===== src/rtl/rnbip_pkg.sv =====
// rnbip_pkg: shared state encoding and data-memory geometry defaults.
package rnbip_pkg;
  localparam int DMEM_AW = 8;
  localparam int DMEM_DW = 8;
  typedef enum logic [1:0] {
    ARB_IDLE   = 2'd0,
    ARB_LD_ACC = 2'd1,
    ARB_LD_ACK = 2'd2
  } arb_state_t;
endpackage


===== src/rtl/dmem_starve_cnt.sv =====
// dmem_starve_cnt: saturating count of cycles the loader has waited behind the CPU.
module dmem_starve_cnt #(
  parameter int MAX_WAIT = 15
) (
  input  logic clk,
  input  logic rst_n,
  input  logic inc,
  input  logic clr,
  output logic hit
);
  logic [7:0] wait_cnt;
  always_ff @(posedge clk or negedge rst_n)
    if (!rst_n) wait_cnt <= '0;
    else if (clr) wait_cnt <= '0;
    else if (inc && wait_cnt != 8'hFF) wait_cnt <= wait_cnt + 8'd1;
  assign hit = wait_cnt == 8'(MAX_WAIT);
endmodule


===== src/rtl/dmem_arbiter.sv =====
// dmem_arbiter: shares the data memory between the MEM stage (fixed priority) and a loader port.
// Define LD_STARVE_GUARD_EN to force a loader access after MAX_WAIT cycles of CPU blocking.
module dmem_arbiter
  import rnbip_pkg::*;
#(
  parameter int AW       = DMEM_AW,
  parameter int DW       = DMEM_DW,
  parameter int MAX_WAIT = 15
) (
  input  logic          clk,
  input  logic          rst_n,
  input  logic          cpu_req,
  input  logic          cpu_we,
  input  logic [AW-1:0] cpu_addr,
  input  logic [DW-1:0] cpu_wdata,
  output logic [DW-1:0] cpu_rdata,
  output logic          cpu_stall,
  input  logic          ld_req,
  input  logic          ld_we,
  input  logic [AW-1:0] ld_addr,
  input  logic [DW-1:0] ld_wdata,
  output logic          ld_ack,
  output logic [DW-1:0] ld_rdata,
  output logic [AW-1:0] mem_addr,
  output logic [DW-1:0] mem_wdata,
  output logic          mem_wr,
  output logic          mem_rd,
  input  logic [DW-1:0] mem_rdata
);
  arb_state_t state, state_nxt;
  logic force_ld, ld_sel, cpu_ok;
  if (MAX_WAIT < 1 || MAX_WAIT > 255) begin : g_bad_max_wait
    $error("MAX_WAIT must be in 1..255");
  end
`ifdef LD_STARVE_GUARD_EN
  logic hit;
  dmem_starve_cnt #(.MAX_WAIT(MAX_WAIT)) u_starve_cnt (
    .clk  (clk),
    .rst_n(rst_n),
    .inc  (state == ARB_IDLE && ld_req && cpu_req),
    .clr  (state == ARB_IDLE && state_nxt == ARB_LD_ACC),
    .hit  (hit)
  );
  assign force_ld = state == ARB_IDLE && ld_req && hit;
`else
  assign force_ld = 1'b0;
`endif
  always_comb begin
    state_nxt = state == ARB_IDLE   ? ((ld_req && (!cpu_req || force_ld)) ? ARB_LD_ACC : ARB_IDLE)
              : state == ARB_LD_ACC ? ARB_LD_ACK : ARB_IDLE;
    ld_sel    = state == ARB_LD_ACC;
    // CPU strobes are gated by rst_n so a held reset never writes memory
    cpu_ok    = rst_n && cpu_req && !ld_sel && !force_ld;
    mem_addr  = ld_sel ? ld_addr : cpu_addr;
    mem_wdata = ld_sel ? ld_wdata : cpu_wdata;
    mem_wr    = ld_sel ? ld_we : cpu_ok && cpu_we;
    mem_rd    = ld_sel ? !ld_we : cpu_ok && !cpu_we;
    cpu_stall = rst_n && cpu_req && (ld_sel || force_ld);
    ld_ack    = state == ARB_LD_ACK;
    cpu_rdata = mem_rdata;
  end
  always_ff @(posedge clk or negedge rst_n)
    if (!rst_n) begin
      state    <= ARB_IDLE;
      ld_rdata <= '0;
    end else begin
      state <= state_nxt;
      if (ld_sel && !ld_we) ld_rdata <= mem_rdata;
    end
endmodule


===== config.mk =====
export PLATFORM = sky130hd
export DESIGN_NAME = dmem_arbiter
export DESIGN_NICKNAME = d
export VERILOG_FILES = /design/src/rtl/rnbip_pkg.sv /design/src/rtl/dmem_starve_cnt.sv /design/src/rtl/dmem_arbiter.sv
export SDC_FILE = /design/constraint.sdc
export NUM_CORES = 1
export LEC_CHECK = 0
export CAP_MARGIN = 20
export CORE_UTILIZATION = 25
export DETAILED_ROUTE_END_ITERATION = 8
export GPL_TIMING_DRIVEN = 0
export PLACE_DENSITY = 0.81
export SLEW_MARGIN = 0
export SYNTH_ARGS = -nofsm -noshare
export SYNTH_HDL_FRONTEND = slang
export SYNTH_SLANG_ARGS = --single-unit

===== constraint.sdc =====
create_clock -name clk -period 1.8 [get_ports clk]
set_clock_uncertainty 0.2 [all_clocks]
set_input_delay 0.36 -clock clk [delete_from_list [all_inputs] [get_ports clk]]
set_output_delay 0.36 -clock clk [all_outputs]
set_load 0.02 [all_outputs]

[Yosys cells after proc, flatten, opt, wreduce, memory -nomap -nowiden]
Cells that the tools add are included.
Storage, ports and cells
  register bits: 10
  bits of input ports: 46
  logic and storage cells: 23
Cells by class
  equal/unequal tests: 2
  mux-type cells: 7
  reduce and logical (&&, ||, !) cells: 12
Operators with widths (count)
  8-bit two-way mux: 2
  1-bit logical AND: 7
  1-bit logical NOT: 4
  2-bit two-way mux: 2
  1-bit two-way mux: 3
  2-bit by 1-bit == test with 1-bit output (second input constant): 1
  2-bit == test (second input constant): 1
  2-bit logical NOT: 1

[Longest topological paths before layout]
Gate-level depths: netlist of run 1.
  depth after elaboration: 5
  gate-level depth with buffers: 3
  gate-level depth less buffers: 2

[Worst setup path before layout of run 1]
No wires, ideal clock.
  path kind: register to output
  start point: reg state[0]
  end point: out mem_wr
  arrival: 1.211 ns
  data required time: 1.240 ns
  slack: 0.029 ns
  cell stages (with the launch flop): 4
  buffers on the path: 1
  path through: dfrtp_1 nor2b_2 buf_2 o21ai_0
Between the ends
  cells in the longest elaborated chain, start to end: 5
RTL lines
  start: declaration: RTL line dmem_arbiter.sv:30  | arb_state_t state, state_nxt;
  start signal: assignment: RTL line dmem_arbiter.sv:67  | state <= state_nxt;
  2-bit by 1-bit == test with 1-bit output (*): RTL line dmem_arbiter.sv:51  | ld_sel = state == ARB_LD_ACC;
  1-bit logical NOT: RTL line dmem_arbiter.sv:53  | cpu_ok = rst_n && cpu_req && !ld_sel && !force_ld;
  1-bit logical AND: RTL line dmem_arbiter.sv:53
  1-bit logical AND: RTL line dmem_arbiter.sv:56  | mem_wr = ld_sel ? ld_we : cpu_ok && cpu_we;
  1-bit two-way mux (*): RTL line dmem_arbiter.sv:56
  end: declaration: RTL line dmem_arbiter.sv:26  | output logic mem_wr,
Every way passes the cells marked *; elsewhere a longest branch is shown, timed or not.

[Final worst setup path of run 1]
  start point: reg state[1]
  end point: out mem_addr[3]
Between the ends
  cells in the longest elaborated chain, start to end: 2
RTL lines
  2-bit by 1-bit == test with 1-bit output: RTL line dmem_arbiter.sv:51
  8-bit two-way mux: RTL line dmem_arbiter.sv:54  | mem_addr = ld_sel ? ld_addr : cpu_addr;
  end: declaration: RTL line dmem_arbiter.sv:24  | output logic [AW-1:0] mem_addr,
No other way between the ends.

==> load_flow_metrics.sql, run 1 <==
INSERT INTO impl_metrics (metric_group, metric, value, unit) VALUES
('layout', 'area.growth.synth_to_final', '157', '%'),
('sta', 'tightestPinTransition', '476', 'ps'),
('sta', 'timing.final.hold_violations', '0', ''),
('power', 'powerDensity', '626', 'nW/um^2'),
('power', 'power.share.switching', '0.313', ''),
('power', 'p_leak', '0.847', 'nW'),
('route', 'wl', '2530', 'um'),
('setup_path', 'slowest_stage', 'sky130_fd_sc_hd__dfrtp_2', ''),
('sta', 'finalSetupViolations', '19', ''),
('placement', 'post-dp-hpwl', '1840', 'um'),
('floorplan', 'dieWidth', '53.9', 'um'),
('clock_tree', 'cts_buffers', '3', ''),
('sta', 'rsz0062_at_grt', 'true', ''),
('setup_path', 'worst-setup-path-type', 'reg2out', ''),
('power', 'flop_pwr_share', '0.278', ''),
('logic_synthesis', 'syn-cell-area', '674', 'um^2'),
('sta', 'layout_setup_ws', '-224', 'ps'),
('floorplan', 'coreArea', '2520', 'um^2'),
('global_routing', 'global_route_met3_utilization', '0.0904', ''),
('logic_synthesis', 'synth_warnings', '0', ''),
('power', 'power.ir.vdd_worst', '0.413', 'mV'),
('logic_synthesis', 'synthesis.area_per_instance', '12.5', 'um^2'),
('clock_tree', 'root_buffer_cell', 'sky130_fd_sc_hd__clkbuf_4', ''),
('logic_synthesis', 'synth.cells.most_frequent', '24 x sky130_fd_sc_hd__mux2_2, 10 x sky130_fd_sc_hd__dfrtp_1, 8 x sky130_fd_sc_hd__buf_4', ''),
('placement', 'placement.io_buffers', '81', ''),
('layout', 'share_of_final_layout_standard_cells_stronger_than_drive_strength_1', '0.547', ''),
('floorplan', 'placement_rows', '18', ''),
('sta', 'slew_headroom', '0.682', ''),
('global_routing', 'gr-usage-met2', '0.333', ''),
('clock_tree', 'cts.sinks', '10', ''),
('logic_synthesis', 'synth_async_sr_flop_share', '1.00', ''),
('power', 'pwr-share-comb', '0.541', ''),
('logic_synthesis', 'synth_sequential_area_ratio', '0.371', ''),
('logic_synthesis', 'synth_nets', '100', ''),
('global_routing', 'globalRoute.totalOverflow', '0', ''),
('power', 'power.internal', '0.743', 'mW'),
('route', 'detail-route-antenna-nets', '0', ''),
('logic_synthesis', 'yosysUniqueCellTypes', '13', ''),
('clock_tree', 'worstSkewPairLatency', '260', 'ps'),
('run', 'maxCapViolations', '0', ''),
('global_routing', 'first_global_vias', '888', ''),
('layout', 'diodes', '0', ''),
('setup_path', 'timing.critical_path.cells', 'nor2b_4 -> buf_6 -> mux2_4 -> buf_6', ''),
('route', 'vias', '811', ''),
('logic_synthesis', 'area_share_of_the_largest_cell_type_after_synthesis', '0.401', ''),
('clock_tree', 'h-tree-depth', '1', ''),
('global_routing', 'met1_usage', '0.181', ''),
('min_path', 'worstHoldPathType', 'in2reg', ''),
('run_status', 'violations', 'negative setup slack', ''),
('setup_path', 'largest_fanout_on_the_critical_path', '5', ''),
('global_routing', 'groute.usage.overall', '0.184', ''),
('clock_tree', 'clock_tree_from_tritoncts', 'built', ''),
('floorplan', 'fp.dieArea', '2910', 'um^2'),
('logic_synthesis', 'synth_flop_cell', 'sky130_fd_sc_hd__dfrtp_1', ''),
('sta', 'layout_worst_path_cycle_share', '1.12', ''),
('floorplan', 'top_level_ports', '82', ''),
('sta', 'maxSlewViolCount', '0', ''),
('sta', 'setup_tns', '-3700', 'ps'),
('logic_synthesis', 'post_synth_main_area_contributors', 'sky130_fd_sc_hd__mux2_2 40%, sky130_fd_sc_hd__dfrtp_1 37%, sky130_fd_sc_hd__buf_4 8.9%', ''),
('setup_path', 'critical_path.endpoint_type', 'primary output', ''),
('clock_tree', 'cts_max_path_buffers', '2', ''),
('setup_path', 'top_cell_by_count_worst_path', 'sky130_fd_sc_hd__buf_6', ''),
('run_status', 'result_of_the_run', 'finished, violations left', ''),
('layout', 'postLayoutCellArea', '1730', 'um^2'),
('logic_synthesis', 'most_numerous_cell_in_the_yosys_netlist', 'sky130_fd_sc_hd__mux2_2', ''),
('logic_synthesis', 'synth-edff-count', '0', ''),
('layout', 'final_nets', '195', ''),
('sta', 'fin_crit', '2020', 'ps'),
('route', 'wire_per_inst', '14.2', 'um'),
('setup_path', 'max_stage_delay', '420', 'ps'),
('placement', 'gp_congestion', '0.649', '');
==> critical path, delay by kind of cell, from the launching register on <==
kind | cells | cell delay (ps)
multiplexers | 1 | 310
flip-flops | 1 | 420
buffers and inverters | 2 | 290
AND/OR/NAND/NOR | 1 | 180
==> cell type report <==
type                    count  area (um^2)  share of cell area
plain buffers              10         82.6              0.0477
multi-input cells          34          428               0.247
repair buffers             90          895               0.517
clock buffers               4         36.3              0.0210
flip-flops and latches     10          251               0.145
well taps                  30         37.5              0.0217
==> per-stage QoR <==
stage | instances | setup WS, ps | util | hold WS (ps) | power [mW]
after floorplan | 54 | 28.9 | - | -136 | 0.546
after global placement | 165 | -834 | 0.604 | 289 | 0.841
after detailed placement | 165 | -898 | 0.604 | 297 | 0.854
after CTS | 176 | -235 | 0.682 | 271 | 1.10
after global routing | 178 | -311 | 0.686 | 258 | 1.16
final | 178 | -224 | 0.686 | 289 | 1.08
==> kinds of logic after synthesis <==
family / Yosys count / synth area share
multiplexers: 24 / 0.401
flip-flops: 10 / 0.371
buffers and inverters: 10 / 0.104
AND/OR/NAND/NOR: 8 / 0.106
AO/OA/AOI/OAI: 2 / 0.0185
==> per-layer routing <==
metal | wire, um | part of all wire
met1 | 890 | 0.35
met5 | 0 | 0
met3 | 277 | 0.11
met2 | 1350 | 0.53
met4 | 10 | 0.0040
==> sequential cells by signal, indices dropped and copies added, names as in the netlist <==
signal / count
ld_rdata: 8
state: 2
==> repair_timing <==
| item | 4_1_cts | 5_1_grt |
|---|---|---|
| hold endpoints to repair | 10 | 0 |
| setup buffers | 4 | 2 |
| resized for setup | 170 | 15 |
| gates cloned | 2 | 0 |
| endpoints found under the setup margin | 30 | 31 |
| pin swaps | 2 | 2 |
| hold buffers | 1 | 0 |
==> power groups by stage <==
stage,Combinational (mW),Clock [mW],Sequential (mW)
2_1_floorplan,0.175,0,0.370
3_3_place_gp,0.533,0,0.308
3_5_place_dp,0.542,0,0.311
4_1_cts,0.589,0.204,0.305
5_1_grt,0.616,0.236,0.310
6_report,0.586,0.196,0.302
==> layout by cell type (no fill, tap or decap) <==
master	synthesis	routed
sky130_fd_sc_hd__mux2_2	24	8
sky130_fd_sc_hd__clkdlybuf4s15_2	0	3
sky130_fd_sc_hd__buf_6	0	24
sky130_fd_sc_hd__clkbuf_2	0	6
sky130_fd_sc_hd__nand3b_1	2	2
sky130_fd_sc_hd__o21bai_1	1	1
sky130_fd_sc_hd__o21ai_2	0	1
sky130_fd_sc_hd__clkbuf_4	0	3
sky130_fd_sc_hd__buf_2	2	1
sky130_fd_sc_hd__buf_4	8	13
sky130_fd_sc_hd__and3_4	0	1
sky130_fd_sc_hd__mux2_4	0	16
sky130_fd_sc_hd__dlymetal6s2s_1	0	6
sky130_fd_sc_hd__clkdlybuf4s50_1	0	42
sky130_fd_sc_hd__clkbuf_8	0	1
sky130_fd_sc_hd__dlygate4sd3_1	0	1
sky130_fd_sc_hd__nor3b_4	1	1
sky130_fd_sc_hd__nand3_1	1	1
sky130_fd_sc_hd__dlygate4sd2_1	0	4
sky130_fd_sc_hd__dfrtp_1	10	9
sky130_fd_sc_hd__nor4b_1	1	1
sky130_fd_sc_hd__dfrtp_2	0	1
sky130_fd_sc_hd__nor2b_4	0	1
sky130_fd_sc_hd__and2b_2	1	1
==> final timing paths <==
path | from | to | slack [ps] | depth (start not counted)
max in group asynchronous | rst_n | state[1]$_DFF_PN0_ | 500 | 2
max reg2reg | state[1]$_DFF_PN0_ | ld_rdata[3]$_DFFE_PN0P_ | 70 | 5
min reg2reg | ld_rdata[0]$_DFFE_PN0P_ | ld_rdata[0]$_DFFE_PN0P_ | 300 | 1
min | cpu_req | state[0]$_DFF_PN0_ | 290 | 2
min in group asynchronous | rst_n | state[0]$_DFF_PN0_ | 550 | 2
max | state[1]$_DFF_PN0_ | mem_addr[3] | -220 | 4
Power figures use the tool's default switching activity.
==> inputs of run 2 (changes only) <==
--- a/config.mk
+++ b/config.mk
@@ -7,9 +7,11 @@
 export LEC_CHECK = 0
 export CAP_MARGIN = 20
 export CORE_UTILIZATION = 25
+export CTS_BUF_LIST = sky130_fd_sc_hd__clkbuf_16
 export DETAILED_ROUTE_END_ITERATION = 8
+export DONT_BUFFER_PORTS = 1
 export GPL_TIMING_DRIVEN = 0
-export PLACE_DENSITY = 0.81
+export PLACE_DENSITY = 0.42
 export SLEW_MARGIN = 0
 export SYNTH_ARGS = -nofsm -noshare
 export SYNTH_HDL_FRONTEND = slang
==> load_flow_metrics.sql, run 2 (synthesis results as in run 1) <==
INSERT INTO impl_metrics (metric_group, metric, value, unit) VALUES
('global_routing', 'initial_antenna_violation_count', '0', ''),
('clock_tree', 'root_buffer_cell', 'sky130_fd_sc_hd__clkbuf_16', ''),
('layout', 'final_nets', '112', ''),
('floorplan', 'coreArea', '2520', 'um^2'),
('clock_tree', 'cts.sinks', '10', ''),
('sta', 'finalSetupViolations', '18', ''),
('layout', 'layout_common_cells', '16 x sky130_fd_sc_hd__mux2_4, 12 x sky130_fd_sc_hd__buf_4, 9 x sky130_fd_sc_hd__dfrtp_1', ''),
('setup_path', 'setup.worst_path.end', 'mem_wdata[7]', ''),
('layout', 'area.growth.synth_to_final', '38.8', '%'),
('run_status', 'violations', 'negative setup slack', ''),
('floorplan', 'placement_rows', '18', ''),
('global_routing', 'globalRoute.totalOverflow', '0', ''),
('clock_tree', 'clkSlewWorstSetupHoldPaths', '40', 'ps'),
('sta', 'layout_worst_path_cycle_share', '1.05', ''),
('setup_path', 'worst-r2r-setup-slack', '180', 'ps'),
('power', 'power.total', '1.00', 'mW'),
('layout', 'diodes', '0', ''),
('sta', 'layout_setup_ws', '-97.0', 'ps'),
('layout', 'largestRegisters', 'ld_rdata (8), state (2)', ''),
('setup_path', 'reg2reg_to', 'ld_rdata[6]$_DFFE_PN0P_', ''),
('global_routing', 'largest_net_degree_at_the_start_of_global_routing', '11', ''),
('run', 'maxCapViolations', '0', ''),
('placement', 'placement.io_buffers', '0', ''),
('min_path', 'worstHoldPathType', 'in2reg', ''),
('global_routing', 'first_global_vias', '427', ''),
('global_routing', 'groute.usage.overall', '0.104', ''),
('sta', 'rsz0062_at_grt', 'true', ''),
('setup_path', 'worst_setup_startpoint', 'state[1]$_DFF_PN0_', ''),
('placement', 'pre_cts_ws', '-39.6', 'ps'),
('route', 'drtPass1Iterations', '4', ''),
('floorplan', 'floorplan.initialDensity', '0.267', ''),
('setup_path', 'arrival', '1340', 'ps'),
('sta', 'timing.final.hold_violations', '0', ''),
('route', 'wire_per_inst', '16.4', 'um'),
('floorplan', 'fp.dieArea', '2910', 'um^2'),
('setup_path', 'worst-setup-path-type', 'reg2out', ''),
('layout', 'largest_register', 'ld_rdata', ''),
('sta', 'maxSlewViolCount', '0', ''),
('route', 'vias', '481', ''),
('power', 'powerDensity', '1070', 'nW/um^2'),
('clock_tree', 'cts_buffers', '3', ''),
('setup_path', 'timing.rr.start', 'state[1]$_DFF_PN0_', ''),
('floorplan', 'floorplan.die.height', '53.9', 'um'),
('placement', 'gp_congestion', '0.642', ''),
('setup_path', 'slowest_stage', 'sky130_fd_sc_hd__dfrtp_2', ''),
('sta', 'tightestPinTransition', '477', 'ps'),
('sta', 'fin_hold_ws', '76.2', 'ps'),
('floorplan', 'dieWidth', '53.9', 'um'),
('setup_path', 'worstRegToRegCells', '4', ''),
('setup_path', 'timing.critical_path.cells', 'nor2b_4 -> buf_6 -> mux2_4', ''),
('layout', 'mostFrequentLayoutCell', 'sky130_fd_sc_hd__mux2_4', ''),
('route', 'vias_per_cell', '5.06', ''),
('sta', 'slew_headroom', '0.681', ''),
('setup_path', 'largest_fanout_on_the_critical_path', '5', ''),
('floorplan', 'top_level_ports', '82', ''),
('clock_tree', 'worstSkewPairLatency', '230', 'ps'),
('power', 'p_leak', '0.419', 'nW'),
('clock_tree', 'h-tree-depth', '1', ''),
('layout', 'largest_register_ffs', '8', ''),
('power', 'power.ir.vdd_worst', '0.684', 'mV'),
('run_status', 'result_of_the_run', 'finished, violations left', ''),
('route', 'detail_route.iter0.violations', '9', ''),
('setup_path', 'critPathLaunchType', 'flop', ''),
('setup_path', 'critical_path.endpoint_type', 'primary output', ''),
('route', 'wl', '1560', 'um'),
('route', 'detail-route-antenna-nets', '0', ''),
('route', 'remaining_drc_errors', '0', ''),
('setup_path', 'cp_data_required_time', '1240', 'ps'),
('min_path', 'hold_path_startpoint', 'mem_rdata[5]', ''),
('global_routing', 'grt_pass1_wl', '2060', 'um'),
('placement', 'post-dp-hpwl', '1080', 'um'),
('sta', 'max_freq', '527', 'MHz'),
('setup_path', 'max_stage_delay', '420', 'ps'),
('sta', 'fin_crit', '1900', 'ps'),
('clock_tree', 'clock_tree_from_tritoncts', 'built', ''),
('clock_tree', 'cts_max_path_buffers', '2', ''),
('layout', 'share_of_final_layout_standard_cells_stronger_than_drive_strength_1', '0.723', ''),
('sta', 'setup_tns', '-1560', 'ps');
-- run 2: changes by cell type in the layout (fill, tap and decap cells not counted), moves of 3 or more --
| cell | before | now |
|---|---|---|
| sky130_fd_sc_hd__clkbuf_2 | 6 | 0 |
| sky130_fd_sc_hd__clkdlybuf4s15_2 | 3 | 0 |
| sky130_fd_sc_hd__dlymetal6s2s_1 | 6 | 0 |
| sky130_fd_sc_hd__buf_6 | 24 | 3 |
| sky130_fd_sc_hd__clkdlybuf4s50_1 | 42 | 0 |
| sky130_fd_sc_hd__dlygate4sd2_1 | 4 | 0 |
| sky130_fd_sc_hd__clkbuf_4 | 3 | 0 |
| sky130_fd_sc_hd__clkbuf_16 | 0 | 3 |
-- run 2: area by class of cell --
cell class | count | area, um^2
Fill cell | 257 | 1590
Buffer | 10 | 82.6
Timing Repair Buffer | 7 | 61.3
Clock inverter | 1 | 3.75
Multi-Input combinational cell | 34 | 424
Clock buffer | 3 | 75.1
Sequential cell | 10 | 251
Tap cell | 30 | 37.5
-- run 2: how the worst min path moves through the flow --
stage                              end  cells past startpoint  slack (ps)
2_1_floorplan  ld_rdata[0]$_DFFE_PN0P_                      0        -140
3_3_place_gp   ld_rdata[0]$_DFFE_PN0P_                      0        -140
3_5_place_dp   ld_rdata[0]$_DFFE_PN0P_                      0        -140
4_1_cts        ld_rdata[0]$_DFFE_PN0P_                      1          70
5_1_grt        ld_rdata[2]$_DFFE_PN0P_                      1          70
6_report       ld_rdata[5]$_DFFE_PN0P_                      1          80
-- run 2: timing repair --
item / in CTS / in global routing
pin swaps: 1 / 0
endpoints found under the setup margin: 19 / 19
hold buffers: 2 / 0
setup buffers: 3 / 0
endpoints found under the hold margin: 11 / 0
gates cloned: 2 / 0
gates resized for setup: 28 / 0
-- run 2: per-stage QoR --
stage	utilization	std cells	area, um^2
after floorplan	-	54	674
after global placement	0.282	84	712
after detailed placement	0.282	84	712
after CTS	0.371	95	936
after global routing	0.371	95	936
final	0.371	95	936
-- run 2: worst max-delay path, delay by kind of cell, from the launching register on --
family	cells	cell delay, ps
flops	1	420
mux	1	340
simple gates	1	180
buf+inv	1	160
-- run 2: metal layers --
metal / up-vias / track usage / part of all wire
li1: 210 / - / -
met1: 236 / 0.141 / 0.42
met2: 35 / 0.148 / 0.50
met3: 0 / 0.0480 / 0.085
met4: 0 / 0.0263 / 0
met5: - / 0 / 0
-- run 2: power breakdown --
group | switching [mW] | internal, mW | leakage (nW)
sequential | 0.0958 | 0.278 | 0.121
combinational | 0.113 | 0.124 | 0.260
clock | 0.0994 | 0.291 | 0.0385
==> RTL change, RTL diff (flow settings as in run 1) <==
Encoding of `arb_state_t`: now one-hot (3 bits for 3 states).
--- a/src/rtl/rnbip_pkg.sv
+++ b/src/rtl/rnbip_pkg.sv
@@ -4,6 +4,6 @@
   localparam int DMEM_DW = 8;
-  typedef enum logic [1:0] {
-    ARB_IDLE   = 2'd0,
-    ARB_LD_ACC = 2'd1,
-    ARB_LD_ACK = 2'd2
+  typedef enum logic [2:0] {
+    ARB_IDLE   = 3'b001,
+    ARB_LD_ACC = 3'b010,
+    ARB_LD_ACK = 3'b100
   } arb_state_t;
Behaviour: no difference found for any inputs over 10 cycles, from zero or initial values and one cycle with rst_n low; not proved beyond that.
==> RTL change against run 1 <==
- the flow finishes with violations (negative hold slack, negative setup slack)
- routed wire length is 15% higher
- setup slack worse by 200 ps
- non-clock buffer count is 1 higher
- core utilization is 2.9 points lower
- cell area is 3.8% higher
- synthesized area is 7.1% higher
- sequential cell count is 1 higher
- power is 4.4% lower
- via count is 2.6% higher
==> RTL change: results (changes against run 1) <==
Route
  – Drt total wl: 2900 um (was 2530 um)
  – 1st-pass router iterations: 3 (unchanged)
  – Via count: 832 (was 811)
  – Initial drt markers: 17 (was 3)

Min path
  – Worst hold path type: input port to async pin (was input port to register)

Clock network
  – Total CTS buffers: 3 (unchanged)
  – Clock root buffer: clkbuf_4 (unchanged)
  – Clock Pin Slew Worst Setup and Hold Paths: 70 ps
  – H-tree levels: 1 (unchanged)
  – Worst-Skew Late Latency: 260 ps (about the same)
  – Max Root-Sink Buffers: 2 (unchanged)

Global route
  – Pin count of the biggest net entering global routing: 15 (was 11)
  – Met2 Track Usage GR: 0.379 (was 0.333)
  – Vias in the first global route: 917 (was 888)
  – First-pass GRT wire length: 4500 um (was 3720 um)
  – Met3 Track Usage GR: 0.0698 (was 0.0904)
  – GR Layer Usage met1: 0.180 (was 0.181)
  – Total track usage: 0.187 (was 0.184)
  – Initial antenna violation count: 0 (unchanged)

Critical path
  – Worst endpoint data arrival time: 1660 ps (was 1460 ps)
  – Critical-path top delay cell: dfstp_2 (was dfrtp_2)
  – R2R depth: 4 (was 5)
  – Biggest cell delay along the critical path: 550 ps (was 420 ps)
  – FF-to-FF setup slack: 70 ps (about the same)
  – CP Max Fanout: 5 (unchanged)

Status
  – Status: finished, violations left (unchanged)
  – Violated checks: negative hold slack, negative setup slack (was negative setup slack)

Placement
  – HPWL after detailed placement: 2110 um (was 1840 um)
  – Port bufs: 81 (unchanged)
  – Gp weighted congestion: 0.724 (was 0.649)
  – DP Area: 0.00158 mm2 (was 0.00152 mm2)

Layout
  – Filler cell count: 205 (was 194)
  – Ant diodes: 0 (unchanged)
  – Finished Cell Area: 0.00180 mm2 (was 0.00173 mm2)
  – Top flop regs: ld_rdata x8, state x3 (was ld_rdata x8, state x2)
  – Share of cells above drive strength 1: 0.513 (was 0.547)
  – Layout Nets: 199 (was 195)

Logic synthesis
  – Synth warn: 0 (unchanged)
  – Unique masters post-synth: 12 (was 13)
  – Post-synthesis sequential area ratio: 0.383 (was 0.371)
  – Ys flop type: dfrtp_1 (unchanged)
  – Post-synth top cells: mux2_2, buf_4, dfrtp_1 (was mux2_2, dfrtp_1, buf_4)
  – Fraction of registers with async set/reset: 1.00 (unchanged)
  – Syn_nets: 103 (was 100)
  – Synth area leaders: mux2_2, dfrtp_1, buf_4 (unchanged)

Timing
  – Setup WS post-layout: -422 ps (was -224 ps)
  – # setup viols final: 19 (unchanged)
  – Hold Fails Final Rpt: 10 (was 0)
  – Max_slew headroom: 0.615 (was 0.682)
  – Worst Hold Margin: -35.3 ps (was 289 ps)

Power
  – Sw power: 326 uW (was 339 uW)
  – VDD IR max: 0.566 mV (was 0.413 mV)
  – Static Leakage: 0.908 nW (was 0.847 nW)

Die
  – Cell Rows: 19 (was 18)
RTL change: cell count changes after synthesis, moves of 2 or more:
cell | before | now
nor3b_1 | 0 | 2
and3_1 | 1 | 3
buf_4 | 8 | 10
buf_2 | 2 | 0
RTL change: final cells by class:
class,count,area share
Clock buffer,4,0.0146
Sequential cell,11,0.154
Tap cell,31,0.0216
Buffer,9,0.0418
Multi-Input combinational cell,36,0.251
Timing Repair Buffer,92,0.517
RTL change: critical path: cells and delay by family, from the launching register on:
family | cells | cell delay [ps]
flops | 1 | 550
simple gates | 1 | 50
mux | 1 | 300
buf+inv | 4 | 490
RTL change: cell families after synthesis:
group                  synth area share
muxes                             0.390
DFF                               0.383
buffers and inverters             0.104
and+or+nand+nor                   0.104
AOI/OAI and AO/OA                0.0191
RTL change: repair_timing:
| item | 4_1_cts | 5_1_grt |
|---|---|---|
| pin swaps | 3 | 1 |
| resized for setup | 162 | 16 |
| cloned | 1 | 0 |
| buffers inserted | 10 | 1 |
| setup endpoints to repair | 37 | 37 |
RTL change: power groups by stage:
| stage | Clock, mW | Combinational [mW] | Sequential, mW |
|---|---|---|---|
| 4_1_cts | 0.172 | 0.555 | 0.335 |
| 5_1_grt | 0.181 | 0.566 | 0.340 |
| 6_report | 0.163 | 0.540 | 0.333 |
| 3_5_place_dp | 0 | 0.511 | 0.343 |
| 2_1_floorplan | 0 | 0.150 | 0.405 |
| 3_3_place_gp | 0 | 0.502 | 0.339 |
RTL change: metrics by stage:
stage                     hold WS (ps)  setup slack (ps)  power, mW  cells  TNS [ps]
after detailed placement           296             -1070      0.855    169    -17500
final                            -35.3              -422       1.04    183     -6560
after floorplan                   -136              12.1      0.556     57         0
after CTS                         4.97              -453       1.06    184     -7650
after global placement             288             -1010      0.840    169    -16300
after global routing              3.45              -486       1.09    183     -7890
RTL change: final timing paths:
| kind | startpoint | end |
|---|---|---|
| worst min-delay path | rst_n | state[1] |
| worst min register to register | ld_rdata[5] | ld_rdata[5] |
| max in group asynchronous | rst_n | ld_rdata[3] |
| worst max register to register | state[2] | ld_rdata[1] |
| min in group clk | ld_rdata[5] | ld_rdata[5] |
| worst max-delay path | state[0] | mem_addr[0] |
RTL change: routing by layer:
metal  vias up  routed length (um)
met5         -                   0
met4         0                   0
met3         0                 277
met2        50                1590
met1       394                1030
li1        388                   -
